<file path="config.mk">
export PLATFORM = sky130hd
export DESIGN_NAME = pixel_transmitter
export DESIGN_NICKNAME = d
export VERILOG_FILES = /design/src/rtl/vga_pkg.sv /design/src/rtl/vga_timing_counter.sv /design/src/rtl/pixel_transmitter.sv
export SDC_FILE = /design/constraint.sdc
export NUM_CORES = 1
export LEC_CHECK = 0
export CORE_MARGIN = 1
export CORE_UTILIZATION = 35
export CTS_CLUSTER_SIZE = 25
export DETAILED_ROUTE_END_ITERATION = 12
export DONT_BUFFER_PORTS = 1
export GPL_TIMING_DRIVEN = 0
export HOLD_SLACK_MARGIN = 0.06
export PLACE_DENSITY = 0.59
export RECOVER_POWER = 50
export SLEW_MARGIN = 20
export SYNTH_ARGS = -nofsm -noshare
export SYNTH_HDL_FRONTEND = slang
export SYNTH_SLANG_ARGS = --single-unit
</file>
<file path="constraint.sdc">
create_clock -name clock_in -period 5.3 [get_ports clock_in]
set_clock_uncertainty 0.15 [all_clocks]
set_input_delay 0.265 -clock clock_in [delete_from_list [all_inputs] [get_ports clock_in]]
set_output_delay 0.265 -clock clock_in [all_outputs]
set_load 0.01 [all_outputs]
</file>
<file path="src/rtl/vga_pkg.sv">
// Shared raster timing defaults, total derivations and small decode helpers
// for the pixel transmitter and its timing counter.
package vga_pkg;

  localparam int DEF_WIDTH       = 640;
  localparam int DEF_HEIGHT      = 480;
  localparam int DEF_WIDTH_BITS  = 10;
  localparam int DEF_HEIGHT_BITS = 9;
  localparam int DEF_PIXEL_BITS  = 12;
  localparam int DEF_H_FRONT     = 16;
  localparam int DEF_H_SYNC      = 96;
  localparam int DEF_H_BACK      = 48;
  localparam int DEF_V_FRONT     = 10;
  localparam int DEF_V_SYNC      = 2;
  localparam int DEF_V_BACK      = 33;

  function automatic int frame_total(input int visible, input int front,
                                     input int sync, input int back);
    return visible + front + sync + back;
  endfunction

  localparam int H_TOTAL = frame_total(DEF_WIDTH, DEF_H_FRONT, DEF_H_SYNC, DEF_H_BACK);
  localparam int V_TOTAL = frame_total(DEF_HEIGHT, DEF_V_FRONT, DEF_V_SYNC, DEF_V_BACK);

  // Both counters share one width, sized for the longer of the two totals.
  localparam int CNT_BITS = $clog2((H_TOTAL > V_TOTAL) ? H_TOTAL : V_TOTAL);

  typedef logic [DEF_PIXEL_BITS-1:0] pixel_t;
  typedef logic [CNT_BITS-1:0]       count_t;

  function automatic logic in_window(input count_t pos, input count_t lo, input count_t hi);
    return (pos >= lo) && (pos < hi);
  endfunction

endpackage

</file>
<file path="src/rtl/vga_timing_counter.sv">
// Raster scan counters with combinational active-area and sync decode
// (stage 0 of the transmitter pipeline).
module vga_timing_counter
  import vga_pkg::*;
#(
  parameter int WIDTH       = DEF_WIDTH,
  parameter int HEIGHT      = DEF_HEIGHT,
  parameter int WIDTH_BITS  = DEF_WIDTH_BITS,
  parameter int HEIGHT_BITS = DEF_HEIGHT_BITS,
  parameter int H_FRONT     = DEF_H_FRONT,
  parameter int H_SYNC      = DEF_H_SYNC,
  parameter int H_BACK      = DEF_H_BACK,
  parameter int V_FRONT     = DEF_V_FRONT,
  parameter int V_SYNC      = DEF_V_SYNC,
  parameter int V_BACK      = DEF_V_BACK
) (
  input  logic                   i_clock,
  input  logic                   i_reset_n,
  output logic [WIDTH_BITS-1:0]  o_x,
  output logic [HEIGHT_BITS-1:0] o_y,
  output logic                   o_active,
  output logic                   o_h_sync_n,
  output logic                   o_v_sync_n
);

  localparam int H_TOT = frame_total(WIDTH, H_FRONT, H_SYNC, H_BACK);
  localparam int V_TOT = frame_total(HEIGHT, V_FRONT, V_SYNC, V_BACK);

  localparam count_t CNT_ZERO = count_t'(0);
  localparam count_t CNT_ONE  = count_t'(1);
  localparam count_t H_LAST   = count_t'(H_TOT - 1);
  localparam count_t V_LAST   = count_t'(V_TOT - 1);
  localparam count_t H_VIS    = count_t'(WIDTH);
  localparam count_t V_VIS    = count_t'(HEIGHT);
  localparam count_t HS_LO    = count_t'(WIDTH + H_FRONT);
  localparam count_t HS_HI    = count_t'(WIDTH + H_FRONT + H_SYNC);
  localparam count_t VS_LO    = count_t'(HEIGHT + V_FRONT);
  localparam count_t VS_HI    = count_t'(HEIGHT + V_FRONT + V_SYNC);

  count_t r_h;
  count_t r_v;

  // Raster scan: h advances every pixel, v advances only when h wraps.
  always_ff @(posedge i_clock or negedge i_reset_n) begin
    if (!i_reset_n) begin
      r_h <= CNT_ZERO;
      r_v <= CNT_ZERO;
    end else if (r_h == H_LAST) begin
      r_h <= CNT_ZERO;
      if (r_v == V_LAST) begin
        r_v <= CNT_ZERO;
      end else begin
        r_v <= r_v + CNT_ONE;
      end
    end else begin
      r_h <= r_h + CNT_ONE;
    end
  end

  // Decode straight from the counters; hsync deliberately ignores v.
  always_comb begin
    o_active   = (r_h < H_VIS) && (r_v < V_VIS);
    o_h_sync_n = ~in_window(r_h, HS_LO, HS_HI);
    o_v_sync_n = ~in_window(r_v, VS_LO, VS_HI);
    o_x        = r_h[WIDTH_BITS-1:0];
    o_y        = r_v[HEIGHT_BITS-1:0];
  end

endmodule

</file>
<file path="src/rtl/pixel_transmitter.sv">
// VGA-style pixel transmitter: issues frame-buffer reads from the raster
// counters and aligns coordinates, syncs and returned pixel one cycle later.
module pixel_transmitter
  import vga_pkg::*;
#(
  parameter int WIDTH       = DEF_WIDTH,
  parameter int HEIGHT      = DEF_HEIGHT,
  parameter int WIDTH_BITS  = DEF_WIDTH_BITS,
  parameter int HEIGHT_BITS = DEF_HEIGHT_BITS,
  parameter int PIXEL_BITS  = DEF_PIXEL_BITS,
  parameter int H_FRONT     = DEF_H_FRONT,
  parameter int H_SYNC      = DEF_H_SYNC,
  parameter int H_BACK      = DEF_H_BACK,
  parameter int V_FRONT     = DEF_V_FRONT,
  parameter int V_SYNC      = DEF_V_SYNC,
  parameter int V_BACK      = DEF_V_BACK
) (
  input  logic                              clock_in,
  input  logic                              reset_n_in,
  output logic [WIDTH_BITS+HEIGHT_BITS-1:0] mem_addr_out,
  output logic                              mem_read_out,
  input  logic [PIXEL_BITS-1:0]             mem_data_in,
  output logic [WIDTH_BITS-1:0]             pixel_x_out,
  output logic [HEIGHT_BITS-1:0]            pixel_y_out,
  output logic [PIXEL_BITS-1:0]             pixel_out,
  output logic                              video_on_out,
  output logic                              h_sync_out,
  output logic                              v_sync_out,
  output logic                              frame_start_out
);

  localparam logic [WIDTH_BITS-1:0]             X_ZERO    = {WIDTH_BITS{1'b0}};
  localparam logic [HEIGHT_BITS-1:0]            Y_ZERO    = {HEIGHT_BITS{1'b0}};
  localparam logic [WIDTH_BITS+HEIGHT_BITS-1:0] ADDR_ZERO = {(WIDTH_BITS+HEIGHT_BITS){1'b0}};
  localparam logic [PIXEL_BITS-1:0]             PIX_ZERO  = {PIXEL_BITS{1'b0}};

  logic [WIDTH_BITS-1:0]  w_x;
  logic [HEIGHT_BITS-1:0] w_y;
  logic                   w_active;
  logic                   w_h_sync_n;
  logic                   w_v_sync_n;
  logic                   w_first;

  logic [WIDTH_BITS-1:0]  r_pixel_x;
  logic [HEIGHT_BITS-1:0] r_pixel_y;
  logic                   r_video_on;
  logic                   r_h_sync;
  logic                   r_v_sync;
  logic                   r_frame_start;

  vga_timing_counter #(
    .WIDTH       (WIDTH),
    .HEIGHT      (HEIGHT),
    .WIDTH_BITS  (WIDTH_BITS),
    .HEIGHT_BITS (HEIGHT_BITS),
    .H_FRONT     (H_FRONT),
    .H_SYNC      (H_SYNC),
    .H_BACK      (H_BACK),
    .V_FRONT     (V_FRONT),
    .V_SYNC      (V_SYNC),
    .V_BACK      (V_BACK)
  ) u_timing (
    .i_clock    (clock_in),
    .i_reset_n  (reset_n_in),
    .o_x        (w_x),
    .o_y        (w_y),
    .o_active   (w_active),
    .o_h_sync_n (w_h_sync_n),
    .o_v_sync_n (w_v_sync_n)
  );

  // Stage 0: read request for the pixel under the counters; address parks at 0 in blanking.
  always_comb begin
    mem_read_out = w_active;
    w_first      = w_active && (w_x == X_ZERO) && (w_y == Y_ZERO);
    if (w_active) begin
      mem_addr_out = {w_y, w_x};
    end else begin
      mem_addr_out = ADDR_ZERO;
    end
  end

  // Stage 1: coordinates and flags land in the same cycle as the read data.
  always_ff @(posedge clock_in or negedge reset_n_in) begin
    if (!reset_n_in) begin
      r_pixel_x     <= X_ZERO;
      r_pixel_y     <= Y_ZERO;
      r_video_on    <= 1'b0;
      r_h_sync      <= 1'b1;
      r_v_sync      <= 1'b1;
      r_frame_start <= 1'b0;
    end else begin
      r_pixel_x     <= w_x;
      r_pixel_y     <= w_y;
      r_video_on    <= w_active;
      r_h_sync      <= w_h_sync_n;
      r_v_sync      <= w_v_sync_n;
      r_frame_start <= w_first;
    end
  end

  // Memory data is only meaningful while the registered visible flag is set.
  always_comb begin
    if (r_video_on) begin
      pixel_out = mem_data_in;
    end else begin
      pixel_out = PIX_ZERO;
    end
  end

  assign pixel_x_out     = r_pixel_x;
  assign pixel_y_out     = r_pixel_y;
  assign video_on_out    = r_video_on;
  assign h_sync_out      = r_h_sync;
  assign v_sync_out      = r_v_sync;
  assign frame_start_out = r_frame_start;

endmodule

</file>
---- Yosys cells after proc, flatten, opt, wreduce, memory -nomap -nowiden ----
Cells that the tools add are included.
storage, ports and cells
  flip-flop bits (word level) ............. 43
  output and inout bits ................... 55
  word-level logic and storage cells ...... 31
  input bits .............................. 14
cells by class
  bitwise operators ....................... 2
  mux-type cells .......................... 4
  reduce and logical (&&, ||, !) cells .... 7
  $add $sub $neg .......................... 2
  equal/unequal tests ..................... 2
  magnitude comparators ................... 6
operators by type and width
  kind                                                                            count
  10-bit by 1-bit adder with 10-bit output (second input constant)                2
  10-bit equality test (second input constant)                                    2
  10-bit less-than comparator (second input constant)                             2
  10-bit by 9-bit less-than comparator with 1-bit output (second input constant)  2
  10-bit two-way mux                                                              2
  19-bit two-way mux                                                              1
  12-bit two-way mux                                                              1
  10-bit >= comparator (second input constant)                                    1
  10-bit by 9-bit >= comparator with 1-bit output (second input constant)         1
  10-bit zero test                                                                1
  9-bit zero test                                                                 1
  1-bit logical AND                                                               5
  1-bit NOT                                                                       2

---- Depth between registers and ports, before layout ----
Gate-level depths: netlist (run 1).
  depth in word-level cells ............... 4
  mapped depth ............................ 7

---- By module ----
A second synthesis (run 1) with hierarchy kept.
second synthesis, totals
  cell total of the unflattened synthesis .. 183
  area total of the unflattened synthesis .. 1975.6 µm²
by module, submodules not included
  module              instances  cells an instance  area an instance (µm²)  sequential area each (µm²)
  vga_timing_counter  1          118                1126.1                  500.5
  pixel_transmitter   1          65                 849.6                   578.1

---- Worst setup path before layout (run 1) ----
OpenSTA, ideal clock, no wires.
  kind .................................... flip-flop to output port
  from .................................... register u_timing.r_v[5]
  to ...................................... output mem_addr_out[12]
  slack ................................... 3.190 ns
  data arrival time ....................... 1.695 ns
  stages on the path, launching flop included .. 6
  path buffers ............................ 2
  cell sequence ........................... dfrtp_1 and4_1 clkbuf_1 nor3_1 clkbuf_1 and2_1
between the ends
  longest elaborated chain between the ends .. 3
ends and longest elaborated chain
  item                                                    RTL line                  RTL
  start: declaration                                      vga_timing_counter.sv:41  count_t r_v;
  start signal: assignment                                vga_timing_counter.sv:53  r_v <= r_v + CNT_ONE;
  10-bit by 9-bit less-than comparator with 1-bit output  vga_timing_counter.sv:62  o_active = (r_h < H_VIS) && (r_v < V_VIS);
  1-bit logical AND                                       vga_timing_counter.sv:62
  net mem_read_out                                        pixel_transmitter.sv:21   output logic mem_read_out,
  19-bit two-way mux                                      pixel_transmitter.sv:76   if (w_active) begin
  end: declaration                                        pixel_transmitter.sv:20   output logic [WIDTH_BITS+HEIGHT_BITS-1:0] mem_addr_out,
The timed path passes the listed nets, and every way through them passes these cells.

---- Worst setup path in the final report (run 1) ----
Ends and elaborated chain as after synthesis.

==> metrics.md, run 1 <==
| Metric | Value |
|---|---|
| Outcome | `finished with violations` |
| Failing checks | `max-capacitance violations, max-slew violations` |
| Startpoint types | `flip-flop` |
| Distinct cells, synth | `42` |
| CTS Buf Count | `5` |
| Syn Area/Cell | `~11 sq um` |
| CP peak stage delay | `between 0.7 and 0.8 ns` |
| Combinational family with the most area after synthesis | `simple AND/OR/NAND/NOR gates` |
| Critical Path AT | `2.71 ns` |
| RSZ-0062 raised after global routing | `false` |
| Post-synth top area share | `a little over half` |
| Sequential Area | `1080 sq um` |
| DR pass1 iterations | `4` |
| CTS sink cnt | `43` |
| Dpl cell area | `between 1500 and 2000 sq um` |
| Mean routed wirelength per cell | `between 15 and 20 microns` |
| Yosys top cell by area | `dfrtp_1` |
| Total of fill cells in the finished design | `~510` |
| Global-route wire length before repair | `between 6000 and 7000 microns` |
| Simple-gate share of the synthesized area | `26.8%` |
| WP depth | `5` |
| Critical path endpoint category | `primary output` |
| Clk buf depth | `2` |
| CP bufs+invs | `2` |
| Max-slew violation count | `44` |
| Hold Crit Class | `flip-flop to flip-flop` |
| Ratio of cells with drive above 1 in the final layout | `between 10% and 20%` |
| Post-route cell area | `2110 sq um` |
| Via/cell ratio | `between 5 and 6` |
| Worst Reg-to-Reg Cells | `4` |
| Worst ir drop on vdd | `around 0.11 mV` |
| Core area | `5170 sq um` |
| Port Buf Inserts | `0` |
| Initial antenna violation count | `0` |
| Die Y | `roughly 76 microns` |
| Compound-gate portion of the synthesized area | `between 4 and 5%` |
| Vias in the first global route | `~1300` |
| Multi-input logic area | `756 sq um` |
| Root Buffer | `clkbuf_8` |
| CP endpoint | `mem_addr_out[12]` |
| Die width | `~76 microns` |
| Fmax | `approximately 320 MHz` |
| HPWL after DPL | `about 3000 microns` |
| Reg2reg start | `u_timing.r_v[5]` |
| Final cell count without fillers | `251` |
| Setup CP Type | `flip-flop to primary output` |
| # DRC | `0` |
| TritonCTS clock tree | `yes` |
| Lkg Pwr | `roughly 0.94 nW` |
| Slowest cell on crit path | `nor3_1` |
| DRT iter0 DRCs | `118` |
| Final hold violations | `0` |
| Largest net degree at the start of global routing | `44` |
| Syn Inst Count | `about 170` |
| Detail Route Antenna Nets | `0` |
| Pwr/cell area | `approximately 280 nW/um^2` |
| Mux share of post-synthesis cell area | `0.527%` |
| Synthesis-stage register bit count | `43` |
| Via count | `approximately 1400` |
| H-tree levels | `2` |
| Most frequent cell on the critical path | `clkbuf_1` |
| Worst skew pair latency | `0.30 ns` |
| Worst slew pin tran | `roughly 2.3 ns` |
| Crit path from | `u_timing.r_v[5]` |
| Worst r2r dst | `video_on_out` |
| Synth area leaders | `dfrtp_1 (54%), and2_1 (8.9%), dfstp_2 (2.8%)` |
| Final WL | `approximately 4400 microns` |
| Setup TNS | `0 ns` |
| Post-Synth Adder-Cell Area | `under 10%` |
| Pwr Total | `roughly 0.6 mW` |
| Resize count post-CTS | `0` |
| XOR/XNOR share of the synthesized area | `around 5%` |
| Worst Path Required | `between 4 and 5 ns` |
| Area Growth Syn to Fin | `11.3%` |
| R2r setup slk | `about 2.9 ns` |
| # setup viols final | `0` |
| Cells along the critical path | `and4_1, clkbuf_1, nor3_1, clkbuf_1, and2_1` |
| Num rows | `26` |
| Max_slew headroom | `-50.9%` |
| Hold slack | `around 0.23 ns` |
| Routability Congestion | `between 0.8 and 0.9` |
| Seq/Total Area, Yosys | `a little under three fifths` |
| Total track usage | `roughly 17%` |
| Synth Net Count | `189` |
| Final Cycle Share | `59.0%` |
| Initial core utilization | `36.7%` |
| YS warnings | `0` |
| CP delay by family, top | `simple AND/OR/NAND/NOR gates` |
| Inserted Diodes | `0` |
| Post-Syn Area | `between 1500 and 2000 sq um` |
| Placed cell count | `between 200 and 250` |
| Die area | `~5700 sq um` |
| Fin nets | `between 150 and 200` |
| CP Max Fanout | `11` |
| # Max-Cap Violations | `1` |
| Fin crit period | `around 3.1 ns` |
| Clock transition at the registers of the reported paths | `around 0.080 ns` |
| GR Overflow Total | `0` |
| Io pins | `just under 70` |
layout by cell type, fill, tap and decap left out, types with 2 or more instances in the layout:
cell,instances
and4_1,2
inv_1,5
nor3_1,4
xor2_1,6
and2_1,27
o21ai_0,3
o21ai_1,2
o22ai_1,2
nor4_1,7
nand4_1,4
dfstp_2,2
clkbuf_8,5
nand3_1,7
nor2_1,8
ha_1,4
nor4b_1,2
dfrtp_1,41
clkbuf_1,6
nand2_1,8
buf_2,3
and3_1,3
xnor2_1,5
power breakdown:
part	total, mW	internal (mW)	switching, mW
Clock	0.255	0.140	0.115
Sequential	0.328	0.328	0
Combinational	0.0136	0.00308	0.0105
layer usage:
layer,global-route usage (%),up-vias,routed length [microns]
li1,-,617,-
met1,20.6,653,1840
met2,27.6,86,2070
met3,6.48,7,420
met4,5.56,0,56
met5,0,-,0
state kept, by name (all words and copies together) (netlist names):
name             count
pixel_x_out         10
u_timing.o_x        10
u_timing.r_v        10
pixel_y_out          9
frame_start_out      1
h_sync_out           1
v_sync_out           1
video_on_out         1
what timing repair did:
action	in CTS	in global routing
hold buffers	2	0
setup endpoints to repair	0	0
endpoints found under the hold margin	43	0
setup buffers	0	0
worst min-delay path by stage:
stage,start,end,slack (ns),depth (start not counted)
CTS,u_timing.o_x[2],pixel_x_out[2],0.23,0
floorplan,reset_n_in,frame_start_out,-0.18,0
global route,u_timing.o_x[2],pixel_x_out[2],0.26,0
global placement,reset_n_in,pixel_x_out[0],-0.18,0
finish,u_timing.o_x[2],pixel_x_out[2],0.23,0
detailed placement,reset_n_in,pixel_y_out[2],-0.18,0
kinds of logic (layout without fill, tap and decap cells):
| kind of cell | Yosys count | after routing |
|---|---|---|
| AOI/OAI and AO/OA | 14 | 14 |
| xor gates and xnor gates | 11 | 11 |
| adders and majority gates | 4 | 4 |
| buffers and inverters | 15 | 25 |
| DFF | 43 | 43 |
| muxes | 1 | 1 |
| and+or+nand+nor | 83 | 83 |
cell type report:
class	instances	area share (%)
inverter	5	0.889
buffer	10	2.13
multi-input combinational	113	35.8
tap	70	4.15
clock inverter	3	2.07
sequential	43	51.1
clock buffer	5	3.26
timing repair buffer	2	0.652
synthesized netlist by cell type (all sizes together):
master,instances
nor4b,2
a21oi,1
and3b,1
and4,3
ha,4
nand4,4
nand3,7
xor2,6
and3,4
o41ai,1
nor3,5
a311o,1
inv,5
nor2b,1
or4b,1
or4,2
a31oi,1
and2,27
nor4bb,1
clkbuf,5
nor4,8
a22o,1
nor2,8
dfstp,2
a21boi,1
o21a,1
nand2,8
o21ai,5
nand3b,1
buf,5
dfrtp,41
mux2i,1
o22ai,2
xnor2,5
metrics by stage:
| stage | util [%] | setup slack [ns] |
|---|---|---|
| final | 40.8 | 2.17 |
| after global routing | 40.8 | 1.87 |
| after CTS | 41.1 | 2.14 |
| after detailed placement | 38.4 | 2.48 |
| after global placement | 38.4 | 2.53 |
| after floorplan | - | 3.19 |
(Power assumes the default switching activity.)
==> run 2, diff against run 1 <==
--- a/config.mk
+++ b/config.mk
@@ -12,7 +12,7 @@
 export DONT_BUFFER_PORTS = 1
 export GPL_TIMING_DRIVEN = 0
 export HOLD_SLACK_MARGIN = 0.06
-export PLACE_DENSITY = 0.59
+export PLACE_DENSITY = 0.61
 export RECOVER_POWER = 50
 export SLEW_MARGIN = 20
 export SYNTH_ARGS = -nofsm -noshare
==> constraint.sdc (replaced) <==
create_clock -name clock_in -period 2.6 [get_ports clock_in]
set_clock_uncertainty 0.15 [all_clocks]
set_input_delay 0.13 -clock clock_in [delete_from_list [all_inputs] [get_ports clock_in]]
set_output_delay 0.13 -clock clock_in [all_outputs]
set_load 0.01 [all_outputs]
==> run 2 against run 1 <==
Against the previous run:
- the run now ends clean
- clock-buffer cell count grew 2
- wire length shrank 9.2%
- power grew 88%
- critical endpoint unchanged
==> metrics.md, run 2 (synthesis results as in run 1) <==
| Metric | Value |
|---|---|
| H-tree levels | `2` |
| Fin nets | `~200` |
| Clock transition at the registers of the reported paths | `0.08 ns` |
| Core area | `5170 sq um` |
| Initial antenna violation count | `0` |
| RSZ-0062 raised after global routing | `false` |
| Final hold violations | `0` |
| Root Buffer | `clkbuf_8` |
| Pwr/cell area | `533 nW/um^2` |
| # DRC | `0` |
| Sequential Area | `1080 sq um` |
| Lkg Pwr | `approximately 0.94 nW` |
| Setup CP Type | `flip-flop to primary output` |
| Die area | `between 5000 and 6000 sq um` |
| Global routing met1 resource utilization | `between 10% and 20%` |
| Worst Reg-to-Reg Cells | `6` |
| Multi-input logic area | `767 sq um` |
| Total of fill cells in the finished design | `509` |
| Final worst slack | `0.211 ns` |
| Dpl cell area | `1990 sq um` |
| Gr busiest metal | `met2` |
| Final core occ | `between 40% and 50%` |
| Placed cell count | `241` |
| Worst skew pair latency | `approximately 0.29 ns` |
| Ratio of cells with drive above 1 in the final layout | `between 10% and 20%` |
| Num rows | `26` |
| Io pins | `69` |
| Inserted Diodes | `0` |
| Final Cycle Share | `between 90% and 100%` |
| Startpoint types | `flip-flop` |
| Fin crit period | `2.39 ns` |
| Hold_sp | `u_timing.o_x[4]` |
| Fmax | `approximately 420 MHz` |
| Commonest non-fill, non-tap cell in the layout | `dfrtp_1` |
| Min-Delay Endpoint | `pixel_x_out[4]` |
| CTS sink cnt | `43` |
| Worst slew pin tran | `a little over 1 ns` |
| Routability Congestion | `0.807` |
| R2r setup slk | `between 0.3 and 0.4 ns` |
| Hold Crit Class | `flip-flop to flip-flop` |
| Worst Path Required | `2.32 ns` |
| Max_slew headroom | `between 30 and 40%` |
| Critical Path AT | `about 2.1 ns` |
| Hold slack | `about 0.22 ns` |
| GR Overflow Total | `0` |
| CTS Buf Count | `5` |
| Worst r2r dst | `u_timing.r_v[3]` |
| TritonCTS clock tree | `yes` |
| DRT iter0 DRCs | `63` |
| Area Growth Syn to Fin | `10.9%` |
| Worst hold path depth | `0` |
| Setup TNS | `0 ns` |
| Die Y | `75.6 microns` |
| Detail Route Antenna Nets | `0` |
| Crit path from | `u_timing.r_v[5]` |
| Clk buf depth | `2` |
| Final WL | `around 4000 microns` |
| Initial core utilization | `between 30% and 40%` |
| Most frequent cells in the layout | `dfrtp_1 (41), and2_1 (27), nand2_1 (8), nor2_1 (8)` |
| Die width | `about 76 microns` |
| # Max-Cap Violations | `0` |
| Critical path endpoint category | `primary output` |
| Global-route wire length before repair | `about 6300 microns` |
| Outcome | `completed` |
| Met3 Track Usage GR | `~5.8%` |
| Pwr Total | `~1.1 mW` |
| Mean routed wirelength per cell | `roughly 16 microns` |
| HPWL after DPL | `2800 microns` |
| DP Worst Slack | `-0.00105 ns` |
| Max-slew violation count | `0` |
| Via count | `1335` |
| CP Max Fanout | `11` |
| DR pass1 iterations | `4` |
| Via/cell ratio | `approximately 5.3` |
| Reg2reg start | `u_timing.o_x[5]` |
| Met2 usage | `roughly a quarter` |
| Largest net degree at the start of global routing | `44` |
| Post-route cell area | `2100 sq um` |
| # setup viols final | `0` |
| Total track usage | `between 15 and 20%` |
| Vias in the first global route | `around 1200` |
| Final cell count without fillers | `between 200 and 300` |
| Worst ir drop on vdd | `0.188 mV` |
| Port Buf Inserts | `0` |
[run 2: metal layers]
layer / wire length [microns] / up-vias
met2: 1820 / 67
met5: 0 / -
met4: 82 / 0
met3: 320 / 7
li1: - / 613
met1: 1760 / 648
[run 2: how the worst max path moves through the flow]
stage,endpoint,slack [ns],cells past startpoint
final,mem_addr_out[12],0.21,5
after global routing,mem_addr_out[16],0.05,5
after CTS,mem_addr_out[12],0.07,5
after detailed placement,mem_addr_out[12],-0.001,5
after global placement,mem_addr_out[16],0.07,5
after floorplan,u_timing.r_v[4],0.53,5
[run 2: final cells by class]
type | count | share of cell area, %
tap | 70 | 4.16
sequential | 43 | 51.2
buffer | 10 | 2.20
inverter | 5 | 0.892
clock inverter | 1 | 0.238
timing repair buffer | 2 | 0.713
clock buffer | 7 | 4.10
multi-input combinational | 113 | 36.4
[run 2: where the power goes]
group	switching [mW]	internal [mW]	total [mW]
clock	0.212	0.214	0.426
combinational	0.0204	0.00648	0.0269
sequential	0	0.668	0.668
[run 2: critical path, stage by stage, from the launching register on]
cell,delay (ns)
dfrtp_1,0.45
and4_1,0.22
clkbuf_1,0.23
nor3_4,0.37
clkbuf_2,0.31
and2_1,0.23
[run 2: timing repair]
action                                  4_1_cts  5_1_grt
setup buffers                                 0        0
endpoints found under the hold margin        43        0
hold buffers                                  2        0
endpoints found under the setup margin       10        9
gates resized for setup                       2        1
